[config.mk]
export PLATFORM = sky130hd
export DESIGN_NAME = spike_batch_serializer
export DESIGN_NICKNAME = d
export VERILOG_FILES = /design/src/rtl/spike_batch_serializer.sv
export SDC_FILE = /design/constraint.sdc
export NUM_CORES = 2
export LEC_CHECK = 0
export CAP_MARGIN = 25
export CORE_AREA = 2 2 713 715
export CTS_CLUSTER_SIZE = 28
export DETAILED_ROUTE_END_ITERATION = 7
export DIE_AREA = 0 0 715 717
export GPL_ROUTABILITY_DRIVEN = 1
export PLACE_DENSITY = 0.34
export RECOVER_POWER = 100
export SLEW_MARGIN = 10
export SYNTH_ARGS = -nofsm -noshare
export SYNTH_HDL_FRONTEND = slang
export SYNTH_SLANG_ARGS = --single-unit
[constraint.sdc]
create_clock -name clk -period 4.1 [get_ports clk]
set_input_delay 0.82 -clock clk [delete_from_list [all_inputs] [get_ports clk]]
set_output_delay 0.82 -clock clk [all_outputs]
set_load 0.05 [all_outputs]
[src/rtl/spike_batch_serializer.sv]
// Spike batch serializer: captures one batch of spike indices and streams them
// one index per beat over a valid/ready interface, then pulses batch_done.
module spike_batch_serializer #(
  parameter int MAX_SPIKE = 128,
  parameter int IDX_W     = 14,
  parameter int CNT_W     = 8
) (
  input  logic                       clk,
  input  logic                       rst_n,
  input  logic                       batch_valid,
  output logic                       batch_ready,
  input  logic [CNT_W-1:0]           batch_num,
  input  logic [IDX_W*MAX_SPIKE-1:0] batch_index_flat,
  output logic                       spk_valid,
  input  logic                       spk_ready,
  output logic [IDX_W-1:0]           spk_index,
  output logic                       spk_last,
  output logic                       batch_done,
  output logic                       err_overflow
);

  localparam int AW = (MAX_SPIKE > 1) ? $clog2(MAX_SPIKE) : 1;

  typedef enum logic [1:0] {
    IDLE   = 2'd0,
    STREAM = 2'd1,
    DONE   = 2'd2
  } state_t;

  state_t             state_r, state_s;
  logic [CNT_W-1:0]   ptr_r, ptr_s;
  logic [CNT_W-1:0]   cnt_r, cnt_s;
  logic [IDX_W-1:0]   buf_r [MAX_SPIKE];
  logic               load_s;
  logic               ovf_s;

  logic               batch_ready_r, batch_ready_s;
  logic               spk_valid_r, spk_valid_s;
  logic [IDX_W-1:0]   spk_index_r, spk_index_s;
  logic               spk_last_r, spk_last_s;
  logic               batch_done_r, batch_done_s;
  logic               err_overflow_r, err_overflow_s;

  function automatic logic [CNT_W-1:0] clamp_count(input logic [CNT_W-1:0] n);
    if (n > CNT_W'(MAX_SPIKE)) begin
      return CNT_W'(MAX_SPIKE);
    end else begin
      return n;
    end
  endfunction

  // Next-state, pointer and capture control
  always_comb begin
    state_s = state_r;
    ptr_s   = ptr_r;
    cnt_s   = cnt_r;
    load_s  = 1'b0;
    ovf_s   = 1'b0;
    case (state_r)
      IDLE: begin
        if (batch_valid && batch_ready_r) begin
          load_s  = 1'b1;
          cnt_s   = clamp_count(batch_num);
          ptr_s   = {CNT_W{1'b0}};
          ovf_s   = (batch_num > CNT_W'(MAX_SPIKE));
          state_s = (cnt_s == {CNT_W{1'b0}}) ? DONE : STREAM;
        end else begin
          state_s = IDLE;
        end
      end
      STREAM: begin
        // The pointer stays on the last entry when the batch ends, so it never reaches cnt.
        if (spk_ready && spk_last_r) begin
          state_s = DONE;
        end else if (spk_ready) begin
          ptr_s   = ptr_r + CNT_W'(1);
          state_s = STREAM;
        end else begin
          state_s = STREAM;
        end
      end
      DONE:    state_s = IDLE;
      default: state_s = IDLE;
    endcase
  end

  // Output values for the next cycle, derived from the next state
  always_comb begin
    batch_ready_s  = (state_s == IDLE);
    spk_valid_s    = (state_s == STREAM);
    batch_done_s   = (state_s == DONE);
    err_overflow_s = ovf_s;
    spk_index_s    = {IDX_W{1'b0}};
    spk_last_s     = 1'b0;
    if (state_s == STREAM) begin
      if (load_s) begin
        spk_index_s = batch_index_flat[IDX_W-1:0];
      end else begin
        spk_index_s = buf_r[ptr_s[AW-1:0]];
      end
      spk_last_s = (ptr_s == (cnt_s - CNT_W'(1)));
    end else begin
      spk_index_s = {IDX_W{1'b0}};
      spk_last_s  = 1'b0;
    end
  end

  // Control and output registers
  always_ff @(posedge clk or negedge rst_n) begin
    if (!rst_n) begin
      state_r        <= IDLE;
      ptr_r          <= {CNT_W{1'b0}};
      cnt_r          <= {CNT_W{1'b0}};
      batch_ready_r  <= 1'b1;
      spk_valid_r    <= 1'b0;
      spk_index_r    <= {IDX_W{1'b0}};
      spk_last_r     <= 1'b0;
      batch_done_r   <= 1'b0;
      err_overflow_r <= 1'b0;
    end else begin
      state_r        <= state_s;
      ptr_r          <= ptr_s;
      cnt_r          <= cnt_s;
      batch_ready_r  <= batch_ready_s;
      spk_valid_r    <= spk_valid_s;
      spk_index_r    <= spk_index_s;
      spk_last_r     <= spk_last_s;
      batch_done_r   <= batch_done_s;
      err_overflow_r <= err_overflow_s;
    end
  end

  // Batch buffer; entries at or above cnt are captured but never emitted
  always_ff @(posedge clk or negedge rst_n) begin
    if (!rst_n) begin
      for (int i = 0; i < MAX_SPIKE; i++) begin
        buf_r[i] <= {IDX_W{1'b0}};
      end
    end else if (load_s) begin
      for (int i = 0; i < MAX_SPIKE; i++) begin
        buf_r[i] <= batch_index_flat[i*IDX_W +: IDX_W];
      end
    end else begin
      for (int i = 0; i < MAX_SPIKE; i++) begin
        buf_r[i] <= buf_r[i];
      end
    end
  end

  assign batch_ready  = batch_ready_r;
  assign spk_valid    = spk_valid_r;
  assign spk_index    = spk_index_r;
  assign spk_last     = spk_last_r;
  assign batch_done   = batch_done_r;
  assign err_overflow = err_overflow_r;

endmodule

==> parameters.txt <==
Parameter                              Value

Clocking
  Buffer levels on the longest clock path ... 4
  Clock sink count ... 1829
  Clock transition at the register clock pins on the worst setup and hold paths after CTS ... 0.06 ns
  Latest clock arrival within the worst-skew pair ... 0.97 ns
  Clock tree from TritonCTS ... yes
  Number of buffers created by CTS ... 237
  CTS Root Cell ... sky130_fd_sc_hd__clkbuf_16
  H-tree depth ... 4

Final layout
  Commonest cells after routing, fill and taps aside ... 6166 x sky130_fd_sc_hd__nand2_1, 1824 x sky130_fd_sc_hd__dfrtp_1, 1816 x sky130_fd_sc_hd__clkdlybuf4s50_1, 1054 x sky130_fd_sc_hd__buf_4, 239 x sky130_fd_sc_hd__clkbuf_16
  Fraction of layout cells with a size suffix above 1 ... 14.1%
  Post-layout net count ... 14933
  Post-route core utilization ... 25.6%
  Count of placed standard cells in the final layout, fillers left out ... 20102
  Commonest non-fill, non-tap cell in the layout ... sky130_fd_sc_hd__nand2_1
  Area Growth Syn to Fin ... 54.2%

Setup path
  Kind of start point of the critical path ... flop
  Crit-path max FO ... 11
  Arrival time at the worst endpoint ... 5.06 ns
  Launch point of the worst path ... spk_last
  Launch point of the worst reg-to-reg path ... spk_last
  Required time at the worst-slack endpoint ... 5.01 ns
  Kind of end point of the critical path ... flop
  Worst Path Class, Setup ... flop to flop

Pwr
  Peak supply drop ... 0.671 mV
  Ratio of total power to cell area ... 940 nW/um2
  Static leakage ... 61.0 nW

Timing
  Period Utilization, post-route ... 101%
  Least setup slack across all paths after layout ... -0.0537 ns
  Time the final worst path needs with I/O delays and setup ... 4.15 ns
  Setup-violating endpoint count in the final report ... 4
  Slew @ Worst Pin ... 3.33 ns
  Layout Skew ... 0.0797 ns
  Number of endpoints with negative hold slack in the final report ... 0
  Headroom to the max-slew limit ... -122%
  Setup repair after global routing missed its margin ... yes
  Upper clock frequency limit ... 0.241 GHz
  Max Slew Vio Count ... 593

Place
  Routability congestion estimate ... 0.863
  Count of port buffers added during placement ... 1822
  Final HPWL from detailed placement ... 518000 um
  Cell count after placement ... 19556

Route
  Final antenna-violating net count ... 0
  Number of vias per cell ... 4.31
  Final WL ... 645000 um
  First-pass detailed-route iteration total ... 6
  Vias ... 86541
  Routed wire per std cell ... 32.1 um
  Starting DRT DRC Count ... 6842
  DRC Markers ... 0

Outcome
  Outcome ... complete, but fails checks
  Violations in the final reports ... max-capacitance violations, max-slew violations, negative setup slack

Synth
  Cell count after synthesis ... 10436
  Number of enable-type register cells in the synthesized netlist ... 0
  Post-synth cell types ... 87
  Number of synthesized register bits ... 1829
  Post-synthesis area per instance ... 8.02 um2
  Warnings from Yosys ... 0
  Net count after synthesis ... 12242
  Share of flip-flops with an asynchronous set or reset ... 100%
  Share of synthesized area occupied by flip-flops and latches ... 54.7%
  Mapped cell area ... 83700 um2
  Flip-flop cell with the highest count after synthesis ... sky130_fd_sc_hd__dfrtp_1

GRT
  Remaining global-route overflow ... 0
  Total GRT Usage ... 24.3%
  First-pass GRT wire length ... 839000 um
  Number of global-route vias before repair ... 89378
  Initial antenna violation count ... 202
  Largest net degree at the start of global routing ... 191

Die
  Top-level I/O count ... 1823
  Initial Utilization ... 16.6%
  Total Die Area ... 513000 um2
  Floorplan die width ... 715 um
  Placement Rows ... 261
  Die boundary height ... 717 um
  Placeable core region ... 505000 um2

Worst hold path
  Path class of the lowest-slack min-delay path ... primary input to flop
  Launch instance of the worst min-delay path ... batch_index_flat[495]

Job
  Number of violations of the max-capacitance limit ... 8
kinds of logic (layout without fill, tap and decap cells):
logic type                 count (synthesis)  count (layout)  share of synthesized area (%)
xor gates and xnor gates                  17              17                          0.209
other                                      0              87                              0
AOI/OAI and AO/OA                       1082            1082                           8.85
muxes                                    157             157                           1.93
DFF                                     1829            1829                           54.7
adders and majority gates                  2               2                         0.0299
buffers and inverters                    742            3615                           3.79
and+or+nand+nor                         6607            6607                           30.5
report_power, final:
part	switching (W)	internal, W
Combinational	0.0414	0.0250
Clock	0.00924	0.0128
Sequential	0.00661	0.0263
stage by stage:
stage                     power (W)  hold WS [ns]  instance area [um2]  setup slack [ns]  TNS (ns)
after floorplan              0.0545         0.432                83700              1.11         0
after global placement       0.0986         0.443               120000             -1.84    -18.87
after detailed placement     0.0985         0.450               120000             -1.62    -18.74
after CTS                     0.123         0.260               129000          -0.00313  -0.00313
after global routing          0.127         0.322               129000           -0.0317   -0.0613
final                         0.121         0.360               129000           -0.0537    -0.142
final timing paths:
path / endpoint / slack (ns) / cells after the start
max: spk_index[0] / -0.05 / 14
min: buf_r[1293] / 0.36 / 3
max reg2reg: spk_index[0] / -0.05 / 14
min reg2reg: buf_r[571] / 0.46 / 2
max in group asynchronous: buf_r[66] / 0.20 / 3
min in group asynchronous: buf_r[776] / 1.60 / 2
synthesized netlist by cell type (27+ instances only):
cell type / number / area, um2
sky130_fd_sc_hd__nand3_1: 189 / 946
sky130_fd_sc_hd__nand4_1: 44 / 275
sky130_fd_sc_hd__mux2i_1: 133 / 1330
sky130_fd_sc_hd__o22ai_1: 214 / 1340
sky130_fd_sc_hd__o21ai_0: 97 / 485
sky130_fd_sc_hd__o211ai_1: 48 / 360
sky130_fd_sc_hd__a211oi_1: 75 / 563
sky130_fd_sc_hd__a21oi_1: 147 / 736
sky130_fd_sc_hd__buf_1: 39 / 146
sky130_fd_sc_hd__and3_1: 32 / 200
sky130_fd_sc_hd__nor2_1: 51 / 191
sky130_fd_sc_hd__a311oi_1: 30 / 263
sky130_fd_sc_hd__nor3_1: 36 / 180
sky130_fd_sc_hd__clkbuf_1: 419 / 1570
sky130_fd_sc_hd__buf_2: 250 / 1250
sky130_fd_sc_hd__o221ai_1: 115 / 1010
sky130_fd_sc_hd__o2111ai_1: 27 / 236
sky130_fd_sc_hd__a31oi_1: 189 / 1180
sky130_fd_sc_hd__nand2_1: 6177 / 23200
sky130_fd_sc_hd__dfrtp_1: 1828 / 45700
layer usage:
| metal | track usage (%) | vias up | part of all wire, % |
|---|---|---|---|
| met3 | 3.03 | 807 | 4.2 |
| met4 | 9.34 | 54 | 4.4 |
| met1 | 29.9 | 43504 | 41 |
| li1 | - | 39337 | - |
| met5 | 0 | - | 0.053 |
| met2 | 43.2 | 2839 | 50 |
flip-flops by register name (all words and copies together), names as in the netlist:
name,flops
spk_index,14
ptr_r,8
spk_last,1
buf_r,1792
state_r,2
spk_valid,1
cnt_r,8
batch_done,1
err_overflow,1
batch_ready,1
critical path, cell delays in order, from the launching register on:
cell and delay [ns]:
sky130_fd_sc_hd__dfrtp_2 0.47, sky130_fd_sc_hd__nand4bb_4 0.35, sky130_fd_sc_hd__buf_12 0.23, sky130_fd_sc_hd__mux2i_4 0.21, sky130_fd_sc_hd__a21oi_4 0.22, sky130_fd_sc_hd__buf_4 0.22, sky130_fd_sc_hd__bufbuf_16 0.36, sky130_fd_sc_hd__buf_12 0.12
sky130_fd_sc_hd__buf_4 0.13, sky130_fd_sc_hd__nor2_1 0.04, sky130_fd_sc_hd__a211oi_1 0.48, sky130_fd_sc_hd__a211oi_2 0.22, sky130_fd_sc_hd__a211o_1 0.40, sky130_fd_sc_hd__o22ai_1 0.45, sky130_fd_sc_hd__a211o_1 0.17
layout make-up:
cell class	count	area (um2)
Inverter	19	115
Clock inverter	93	1170
Multi-Input combinational cell	7865	35600
Tap cell	6706	8390
Fill cell	55716	375000
Timing Repair Buffer	3175	31000
Antenna cell	87	218
Sequential cell	1829	45800
Clock buffer	328	6780
timing repair:
item / 4_1_cts / 5_1_grt
hold endpoints to repair: 27 / 0
cloned: 5 / 0
buffers inserted: 25 / 8
resized for setup: 66 / 23
pin swaps: 16 / 10
endpoints found under the setup margin: 13 / 9
hold buffers: 1 / 0
Note: power is estimated with default switching activity, not from simulation.
